`config.mk`:
```
export PLATFORM = sky130hd
export DESIGN_NAME = picorv32_ahb_bridge_v2
export DESIGN_NICKNAME = d
export VERILOG_FILES = /design/src/rtl/picorv32_ahb_bridge_v2.sv
export SDC_FILE = /design/constraint.sdc
export NUM_CORES = 1
export LEC_CHECK = 0
export ABC_CLOCK_PERIOD_IN_PS = 5100
export CAP_MARGIN = 15
export CORE_MARGIN = 1
export CORE_UTILIZATION = 42
export CTS_CLUSTER_SIZE = 12
export DETAILED_ROUTE_END_ITERATION = 8
export PLACE_DENSITY = 0.8
export SLEW_MARGIN = 20
export SYNTH_ARGS = -nofsm -noshare
export SYNTH_HDL_FRONTEND = slang
export SYNTH_SLANG_ARGS = --single-unit
export TNS_END_PERCENT = 30
```
`constraint.sdc`:
```
create_clock -name clk -period 5.1 [get_ports clk]
set_clock_uncertainty 0.1 [all_clocks]
set_input_delay 1.02 -clock clk [delete_from_list [all_inputs] [get_ports clk]]
set_output_delay 1.02 -clock clk [all_outputs]
set_load 0.01 [all_outputs]
```
`src/rtl/picorv32_ahb_bridge_v2.sv`:
```
// picorv32_ahb_bridge_v2
//   Bridge from the PicoRV32 native memory interface to the FreeAHB master.
//   A read becomes one word transfer; a write is split into byte / halfword /
//   word transfers taken from mem_wstrb, issued in ascending address order.
//   A no-progress timeout aborts the request and flags mem_err.
//
// Build option:
//   PICORV_AHB_BRIDGE_MERGE_EN  when defined, a full word strobe becomes one
//                               word transfer and each fully strobed aligned
//                               half becomes one halfword transfer; when
//                               undefined every set strobe is one byte beat.
//
// Ports:
//   clk, rst          clock, asynchronous active-high reset
//   mem_*             PicoRV32 side: request in, mem_ready pulse / rdata / err out
//   freeahb_*         FreeAHB master side: transfer request out, next/ready/rdata in
//   dbg_state         current FSM state, for observation only
//
// Handshake: a request is taken when mem_valid is seen in IDLE; it finishes
// with exactly one mem_ready cycle. A beat is held on freeahb_valid until
// freeahb_next accepts it; freeahb_next while draining means the last data
// phase is done; freeahb_ready qualifies freeahb_rdata for one cycle.
`timescale 1ns/1ps
module picorv32_ahb_bridge_v2 #(
    parameter int          ADDR_W     = 32,
    parameter bit          BIG_ENDIAN = 1'b1,
    parameter int          TIMEOUT    = 1023,
    parameter logic [31:0] ERR_RDATA  = 32'hDEAD_BEEF
) (
    input  logic              clk,
    input  logic              rst,
    input  logic              mem_valid,
    input  logic              mem_instr,
    input  logic [ADDR_W-1:0] mem_addr,
    input  logic [31:0]       mem_wdata,
    input  logic [3:0]        mem_wstrb,
    output logic              mem_ready,
    output logic [31:0]       mem_rdata,
    output logic              mem_err,
    output logic              freeahb_valid,
    output logic [ADDR_W-1:0] freeahb_addr,
    output logic [2:0]        freeahb_size,
    output logic              freeahb_write,
    output logic              freeahb_read,
    output logic [31:0]       freeahb_wdata,
    output logic [31:0]       freeahb_min_len,
    output logic              freeahb_cont,
    output logic [3:0]        freeahb_prot,
    output logic              freeahb_lock,
    input  logic              freeahb_next,
    input  logic [31:0]       freeahb_rdata,
    input  logic              freeahb_ready,
    output logic [2:0]        dbg_state
);

    typedef enum logic [2:0] {
        IDLE, RD_REQ, RD_WAIT, WR_PLAN, WR_REQ, WR_DRAIN, DONE
    } state_t;

    localparam int             CNT_W   = (TIMEOUT > 1) ? $clog2(TIMEOUT) : 1;
    localparam logic [CNT_W-1:0] TO_LAST = CNT_W'((TIMEOUT > 0) ? TIMEOUT - 1 : 0);
    localparam bit             TO_EN   = (TIMEOUT != 0);

    state_t            state, state_nx;
    logic [ADDR_W-1:0] addr_q;
    logic [31:0]       wdata_q;
    logic [3:0]        strb_q;
    logic              instr_q;
    logic [1:0]        chunk_off;
    logic [1:0]        chunk_size;
    logic [3:0]        chunk_mask;   // strobe-index space
    logic [CNT_W-1:0]  cnt;
    logic              err_q;
    logic [31:0]       rdata_q;

    logic [3:0]        pend_off;     // pending bytes indexed by address offset
    logic [1:0]        plan_off;
    logic [1:0]        plan_size;
    logic [3:0]        plan_off_mask;
    logic [3:0]        plan_strb;
    logic [31:0]       lane_mask;
    logic              active;
    logic              progress;
    logic              timeout_hit;

    // Byte at address offset k is carried by strobe / lane 3-k in big-endian
    // order and by lane k otherwise; for two bits 3-k is simply ~k.
    function automatic logic [1:0] lane_of(input logic [1:0] off);
        return BIG_ENDIAN ? ~off : off;
    endfunction

    // Chunk planner: lowest pending address first.
    always_comb begin
        pend_off      = '0;
        plan_off      = 2'd3;
        plan_size     = 2'd0;
        plan_off_mask = '0;
        plan_strb     = '0;
        for (int k = 0; k < 4; k++) begin
            pend_off[k] = strb_q[lane_of(2'(k))];
        end
        if (pend_off[0])      plan_off = 2'd0;
        else if (pend_off[1]) plan_off = 2'd1;
        else if (pend_off[2]) plan_off = 2'd2;
        plan_off_mask = 4'b0001 << plan_off;
`ifdef PICORV_AHB_BRIDGE_MERGE_EN
        if (pend_off == 4'b1111) begin
            plan_size     = 2'd2;
            plan_off_mask = 4'b1111;
        end else if (!plan_off[0] && pend_off[plan_off + 2'd1]) begin
            plan_size     = 2'd1;
            plan_off_mask = 4'b0011 << plan_off;
        end
`endif
        for (int k = 0; k < 4; k++) begin
            plan_strb[lane_of(2'(k))] = plan_off_mask[k];
        end
    end

    assign active      = (state != IDLE) && (state != DONE);
    assign progress    = freeahb_next || freeahb_ready;
    assign timeout_hit = TO_EN && active && !progress && (cnt == TO_LAST);

    always_comb begin
        state_nx = state;
        case (state)
            IDLE:     if (mem_valid) state_nx = (mem_wstrb == 4'b0000) ? RD_REQ : WR_PLAN;
            RD_REQ:   if (freeahb_next) state_nx = RD_WAIT;
            RD_WAIT:  if (freeahb_ready) state_nx = DONE;
            WR_PLAN:  state_nx = WR_REQ;
            WR_REQ:   if (freeahb_next)
                          state_nx = ((strb_q & ~chunk_mask) != 4'b0000) ? WR_PLAN : WR_DRAIN;
            WR_DRAIN: if (freeahb_next) state_nx = DONE;
            DONE:     state_nx = IDLE;
            default:  state_nx = IDLE;
        endcase
        if (timeout_hit) state_nx = DONE;
    end

    always_ff @(posedge clk or posedge rst) begin
        if (rst) begin
            state      <= IDLE;
            addr_q     <= '0;
            wdata_q    <= '0;
            strb_q     <= '0;
            instr_q    <= 1'b0;
            chunk_off  <= '0;
            chunk_size <= '0;
            chunk_mask <= '0;
            err_q      <= 1'b0;
            rdata_q    <= '0;
        end else begin
            state <= state_nx;
            case (state)
                IDLE: if (mem_valid) begin
                    addr_q  <= mem_addr & ~ADDR_W'(3);
                    wdata_q <= mem_wdata;
                    strb_q  <= mem_wstrb;
                    instr_q <= mem_instr;
                    err_q   <= 1'b0;
                end
                WR_PLAN: begin
                    chunk_off  <= plan_off;
                    chunk_size <= plan_size;
                    chunk_mask <= plan_strb;
                end
                WR_REQ:  if (freeahb_next) strb_q <= strb_q & ~chunk_mask;
                RD_WAIT: if (freeahb_ready) rdata_q <= freeahb_rdata;
                default: ;
            endcase
            if (timeout_hit) begin
                rdata_q <= ERR_RDATA;
                err_q   <= 1'b1;
            end
        end
    end

    always_ff @(posedge clk or posedge rst) begin
        if (rst)                   cnt <= '0;
        else if (!active || progress || timeout_hit) cnt <= '0;
        else                       cnt <= cnt + CNT_W'(1);
    end

    always_comb begin
        for (int i = 0; i < 4; i++) lane_mask[8*i +: 8] = {8{chunk_mask[i]}};
    end

    always_comb begin
        freeahb_valid = 1'b0;
        freeahb_addr  = '0;
        freeahb_size  = 3'd0;
        freeahb_write = 1'b0;
        freeahb_read  = 1'b0;
        freeahb_wdata = '0;
        case (state)
            RD_REQ: begin
                freeahb_valid = 1'b1;
                freeahb_read  = 1'b1;
                freeahb_addr  = addr_q;
                freeahb_size  = 3'd2;
            end
            WR_REQ: begin
                freeahb_valid = 1'b1;
                freeahb_write = 1'b1;
                freeahb_addr  = addr_q + ADDR_W'(chunk_off);
                freeahb_size  = {1'b0, chunk_size};
                freeahb_wdata = wdata_q & lane_mask;
            end
            default: ;
        endcase
    end

    assign freeahb_lock    = (state == WR_PLAN) || (state == WR_REQ) || (state == WR_DRAIN);
    assign freeahb_prot    = (state == IDLE) ? 4'b0000 : {3'b000, ~instr_q};
    assign freeahb_min_len = 32'd1;
    assign freeahb_cont    = 1'b0;
    assign mem_ready       = (state == DONE);
    assign mem_err         = (state == DONE) && err_q;
    assign mem_rdata       = rdata_q;
    assign dbg_state       = state;

endmodule

```
Yosys cells after proc, flatten, opt, wreduce, memory -nomap -nowiden
Cells that the tools add are included.
{ "word_totals": {"regBits": 119, "input_bits": 106, "out_inout_bits": 145, "wordCells": 87} }
{ "classes": {"n_addsub": 2, "n_eq_ne": 15, "shifts": 1, "n_mux": 29, "bitwise_logic": 4, "n_reduce_logical": 26} }
{ "op_table": {"columns": ["operator", "n"], "rows": [
  ["$mux 32", 4],
  ["$pmux 32 s2", 1],
  ["$add 32x2->32", 1],
  ["$and 32x32->32", 1],
  ["$mux 3", 7],
  ["$ne 3x3->1 const B", 6],
  ["$pmux 3 s6", 1],
  ["$add 10x1->10 const B", 1],
  ["$eq 10x10->1 const B", 1],
  ["$mux 10", 1],
  ["$reduce_bool 2->1", 5],
  ["$eq 3x3->1 const B", 3],
  ["$mux 1", 8],
  ["$mux 2", 4],
  ["$mux 4", 2],
  ["$pmux 4 s2", 1],
  ["$eq 3x2->1 const B", 2],
  ["$reduce_and 2->1", 3],
  ["$logic_or 1x1->1", 5],
  ["$reduce_and 5->1", 1],
  ["$and 4x4->4", 1],
  ["$logic_and 1x1->1", 4],
  ["$logic_not 4->1", 1],
  ["$ne 2x2->1 const B", 2],
  ["10 further kinds", 11]
]} }

Longest topological paths before layout
Gate-level depths: netlist of the first run.
{ "depth": {"ltp_word": 7, "depth_mapped": 8, "ltp_nobuf": 6} }

Worst setup path after synthesis of the first run
No wires, ideal clock.
{ "synth_timing": {"path_kind": "register to output", "from": "register state[0] (netlist: dbg_state[0])", "to": "output port freeahb_wdata[10]", "t_arrival_ns": 1.360, "required_time_ns": 3.980, "slack_ns": 2.620, "path_stages_with_launch": 6, "n_path_buf": 2, "path_cell_list": "dfrtp_1 -> nor2_1 -> and2_1 -> clkbuf_1 -> clkbuf_1 -> and3_1"} }
{ "synth_via": {"elab_chain_len": 2} }
{ "synth_rtl": {"columns": ["item", "line", "rtl"], "rows": [
  ["start, declared", "64", "state_t state, state_nx;"],
  ["start signal, assigned", "153", "state <= state_nx;"],
  ["$eq 3x3->1", "195", "case (state)"],
  ["$mux 32", "195", null],
  ["end, declared", "45", "output logic [31:0] freeahb_wdata,"]
]} }
No other way between the ends.

Final worst setup path of the first run
{ "layout_timing": {"from": "register state[2] (netlist: dbg_state[2])", "to": "output port freeahb_wdata[15]"} }
The elaborated chain is that of the path after synthesis.

==> impl_metrics.yaml, run 1 <==
status:
  status: "completed"
critical_path:
  crit_arrival_ns: 2.90
  required_ns: 3.98
  start_kind: "flop"
  end_kind: "output pin"
  critPathKind: "flop to output pin"
  cp_max_fo: 35
grt:
  grtUsageMet3_pct: 6.274
  grt_usage_pct: 20.56
  antenna_found_initial: 0
  grtUsageMet2_pct: 33.90
  overflow: 0
  met1_usage_pct: 24.56
  top_usage_layer: "met2"
  grt_max_degree: 92
  grt_pass1_vias: 4460
  grt_pass1_wl_um: 22370
run:
  maxCapViolCount: 0
cts:
  root_buffer: "clkbuf_16"
  cts_hold_buf: 0
  cts.sinks: 119
  h-tree-depth: 4
  clk_pin_slew_ns: 0.05
  cts_tree: "yes"
  clockBufferDepth: 2
  cts_made_buffers: 17
  postCtsSetupBuffers: 0
  post_cts_resized: 0
  clk_latency_ns: 0.41
timing:
  min_period_over_period_pct: 78.92
  hold_ws_ns: 0.3870
  worst_slew_pin_slew_ns: 1.021
  clock.fmax_mhz: 248.5
  min_period_ns: 4.025
  hold_viol: 0
  setup_viol: 0
  drv_slew: 0
  tns_ns: 0
  setup_slack_ns: 1.075
  rsz0062_at_grt: "no"
  slew_headroom_pct: 31.95
synthesis:
  ys_seq_elements: 119
  seq_area_frac_synth_pct: 52.23
  syn_avg_cell_area_um2: 10.78
  synth_top_cell_by_area: "dfrtp_1"
  ys_top_cells_by_area: "dfrtp_1 (52%), mux2_2 (9.7%), buf_4 (5.7%)"
  syn_inst: 529
  ys_warn_count: 0
  syn_area_um2: 5702
  synth_top_area_share_pct: 52.23
  ys_types: 39
floorplan:
  die_area_um2: 14050
  num_rows: 42
  die_h_um: 118.5
  io_pins: 251
  die_width_um: 118.5
  start_util_pct: 43.06
  core_um2: 13240
cells_and_area:
  layout-drive-gt1-share_pct: 13.88
  multiInputGateArea_um2: 2345
  register_area_um2: 2978
  num_antenna_cells: 0
  fill_cells: 1053
  fin_nets: 830
  syn2layout_area_growth_pct: 46.28
pwr:
  pwr-share-seq_pct: 34.6
  p_int_mw: 3.326
  power.switching_mw: 1.473
  combPwrFrac_pct: 39.0
  ir_worst_vdd_v: 0.0002656
  clockPowerShare_pct: 26.4
  p_sw_share_pct: 30.69
  leakage_nw: 3.732
  powerDensity_nw_per_um2: 575.4
route:
  num_vias: 4420
  via_per_inst: 4.852
  wl_per_cell_um: 15.32
  drt-total-wl_um: 13960
  ant_nets: 0
  drt_iter0_drc: 224
  first_pass_iters: 6
  remaining_drc_errors: 0
placed_design:
  io_buffers: 210
  dpl.hpwl_um: 9537
  dp_slack_ns: 1.539
  gp_congestion: 0.8129
worst_hold_path:
  hold_path_class: "flop to flop"
==> cells by family after synthesis <==
kind of cell	count (synthesis)	share of synthesized area, %
simple gates	219	18.98
flops	119	52.23
fa+ha+maj	2	0.4388
xor+xnor	10	1.536
mux	66	13.98
other cells	2	0.1317
compound gates	29	3.621
buf+inv	82	9.085
==> sequential cells by signal, summed over array words and instances, names as in the netlist <==
| register | count |
|---|---|
| addr_q | 30 |
| strb_q | 4 |
| mem_rdata | 32 |
| instr_q | 1 |
| dbg_state | 3 |
| chunk_mask | 4 |
| err_q | 1 |
| chunk_off | 2 |
| wdata_q | 32 |
| cnt | 10 |
==> final cells by class <==
| cell class | instances | area share, % |
|---|---|---|
| inverter | 7 | 0.3750 |
| tap | 176 | 2.640 |
| clock buffer | 24 | 5.896 |
| sequential | 119 | 35.70 |
| multi-input combinational | 364 | 28.11 |
| timing repair buffer | 213 | 25.56 |
| clock inverter | 8 | 1.710 |
==> synthesized netlist by cell type, drive strengths merged <==
| master | number |
|---|---|
| o221ai | 4 |
| xor2 | 4 |
| ha | 2 |
| o21ai | 8 |
| nand3 | 29 |
| nor2 | 20 |
| nor3 | 4 |
| o41ai | 1 |
| o31ai | 2 |
| mux2i | 2 |
| a221o | 1 |
| conb | 2 |
| dfrtp | 119 |
| inv | 7 |
| or2 | 1 |
| and2b | 1 |
| and3 | 33 |
| a21oi | 9 |
| nand2b | 6 |
| nor2b | 3 |
| nand4 | 1 |
| nand2 | 83 |
| mux2 | 64 |
| and3b | 1 |
| or4 | 1 |
| a41oi | 2 |
| nand3b | 1 |
| xnor2 | 6 |
| o22ai | 1 |
| buf | 62 |
| o311ai | 1 |
| and2 | 35 |
| clkbuf | 13 |
==> critical path, cell delays in order, from the launching register on <==
cell	delay, ns
dfrtp_1	0.75
and2_1	0.90
and3_1	0.27
clkdlybuf4s50_1	0.56
==> stage by stage <==
stage	instance area, um^2	util [%]	instances	power, mW
2_1_floorplan	5837	-	565	2.726
4_1_cts	8322	62.84	910	4.847
3_5_place_dp	7687	58.05	878	3.549
5_1_grt	8341	62.98	911	5.089
3_3_place_gp	7687	58.05	878	3.470
6_report	8341	62.98	911	4.799
==> routing by layer <==
metal  part of all wire, %  vias up  wire length (um)
met5                     0        -                 0
met3                   7.0       31               975
met4                   2.7        0               371
met1                    40     2109              5577
met2                    50      210              7035
li1                      -     2070                 -
==> layout by cell type (no fill, tap or decap), drive strengths merged, types with 2 or more instances in the layout <==
cell type and count:
a21oi 9, o31ai 2, a41oi 2, nand3 29
o221ai 4, conb 38, clkinv 3, nand2b 6
ha 2, mux2 64, nand2 83, mux2i 2
bufinv 4, nor3 4, clkdlybuf4s50 210, dfrtp 119
inv 7, clkbuf 24, and3 33, and2 35
xnor2 6, o21ai 8, nor2b 3, nor2 20
xor2 4, buf 3
==> power groups by stage <==
stage               Combinational (mW)  Sequential, mW  Clock (mW)
global route                      2.03            1.72        1.34
CTS                               1.89            1.66        1.29
global placement                  1.82            1.65           0
finish                            1.87            1.66        1.27
floorplan                         1.12            1.60           0
detailed placement                1.88            1.67           0
==> worst paths after layout <==
kind	start	end	slack (ns)	cells after the start
worst max-delay path	dbg_state[2]	freeahb_wdata[15]	1.08	3
worst min-delay path	mem_rdata[7]	mem_rdata[7]	0.39	2
worst max register to register	dbg_state[2]	dbg_state[1]	2.64	4
worst min register to register	mem_rdata[7]	mem_rdata[7]	0.39	2
max in group asynchronous	rst	cnt[8]	2.97	3
min in group asynchronous	rst	addr_q[15]	1.06	2
No activity file was read; power rests on OpenSTA's default activity.
==> inputs of run 2 (changes only) <==
- ABC_CLOCK_PERIOD_IN_PS: 5100 -> 3700
- CORE_UTILIZATION: 42 -> 38
- PLACE_DENSITY: 0.8 -> 0.77
- clock period: 5.1 -> 3.7 ns (I/O delays scaled with it)
==> impl_metrics.yaml, run 2 (synthesis gave the netlist of run 1 again) <==
status:
  status: "completed"
cts:
  cts_made_buffers: 17
  root_buffer: "clkbuf_16"
  h-tree-depth: 4
  clockBufferDepth: 2
  cts_tree: "yes"
  postCtsSetupBuffers: 0
  cts_hold_buf: 0
  cts.sinks: 119
  clk_latency_ns: 0.41
  clk_pin_slew_ns: 0.05
  post_cts_resized: 0
cells_and_area:
  final_cell_mix: "clkdlybuf4s50_1 (210), dfrtp_1 (119), nand2_1 (83)"
  fin_cells: 925
  layout_commonest_cell: "clkdlybuf4s50_1"
  syn2layout_area_growth_pct: 47.51
  layout-drive-gt1-share_pct: 14.44
  final_util_pct: 57.65
  num_antenna_cells: 0
  final_cell_area_um2: 8411
  fin_nets: 836
critical_path:
  end_kind: "output pin"
  r2r_slack_ns: 1.31
  cpMaxStageDelayCell: "dfrtp_1"
  cp_top_family: "buffers and inverters"
  crit_path_start: "dbg_state[2]"
  cp_slowest_stage_delay_ns: 0.77
  required_ns: 2.86
  cp_max_fo: 35
  crit_arrival_ns: 2.48
  start_kind: "flop"
  crit_path_cell_trace: "and2_1, buf_4, and3_1, clkdlybuf4s50_1"
  reg2reg_from: "dbg_state[0]"
  critPathKind: "flop to output pin"
  crit_buf_inv: 2
floorplan:
  die_width_um: 124.5
  die_h_um: 124.5
  num_rows: 44
  core_um2: 14590
  die_area_um2: 15500
  io_pins: 251
  start_util_pct: 39.08
timing:
  min_period_ns: 3.318
  setup_viol: 0
  rsz0062_at_grt: "no"
  clock.fmax_mhz: 301.4
  worst_slew_pin_slew_ns: 0.7919
  setup_slack_ns: 0.3816
  hold_ws_ns: 0.3866
  tns_ns: 0
  slew_headroom_pct: 47.10
  min_period_over_period_pct: 89.69
  hold_viol: 0
  drv_slew: 0
pwr:
  p_total_mw: 6.626
  powerDensity_nw_per_um2: 787.8
  p_sw_share_pct: 30.60
  ir_worst_vdd_v: 0.0003125
  combPwrFrac_pct: 39.2
  p_int_mw: 4.599
  pwr-share-seq_pct: 34.4
  leakage_nw: 3.762
  clockPowerShare_pct: 26.4
  power.switching_mw: 2.027
route:
  drt-total-wl_um: 13900
  num_vias: 4422
  ant_nets: 0
  drt_iter0_drc: 196
  remaining_drc_errors: 0
  via_per_inst: 4.781
  wl_per_cell_um: 15.03
  first_pass_iters: 4
grt:
  met1_usage_pct: 21.06
  grt_pass1_wl_um: 22890
  top_usage_layer: "met2"
  grt_usage_pct: 18.58
  grt_max_degree: 59
  antenna_found_initial: 0
  grtUsageMet2_pct: 31.98
  grt_pass1_vias: 4620
  grtUsageMet3_pct: 5.455
  overflow: 0
placed_design:
  dpl.hpwl_um: 9868
  dp_cells: 893
  io_buffers: 210
  gp_congestion: 0.7630
  placed_area_um2: 7776
  dp_slack_ns: 0.8183
worst_hold_path:
  hold_path_class: "flop to flop"
  min_from: "cnt[0]"
run:
  maxCapViolCount: 0
==> run 2: power groups by stage <==
stage	Clock, mW	Sequential, mW	Combinational, mW
finish	1.75	2.28	2.60
detailed placement	0	2.30	2.62
CTS	1.79	2.28	2.64
global route	1.85	2.37	2.82
global placement	0	2.26	2.55
floorplan	0	2.21	1.55
==> run 2: area by class of cell <==
cell class / instances / area, um^2
multi-input combinational: 364 / 2344
sequential: 119 / 2978
tap: 184 / 230.2
clock buffer: 24 / 491.7
clock inverter: 8 / 142.6
inverter: 7 / 30.03
fill: 1221 / 6178
timing repair buffer: 219 / 2195
==> run 2: per-layer routing <==
layer / part of all wire (%) / vias up
li1: - / 2091
met1: 40 / 2131
met2: 51 / 168
met3: 6.2 / 32
met4: 2.7 / 0
met5: 0 / -
==> run 2: worst paths after layout <==
kind / cells past startpoint / to
max: 4 / freeahb_wdata[24]
min: 1 / cnt[0]
max reg2reg: 4 / addr_q[8]
min reg2reg: 1 / cnt[0]
max in group asynchronous: 3 / addr_q[6]
min in group asynchronous: 2 / mem_rdata[26]
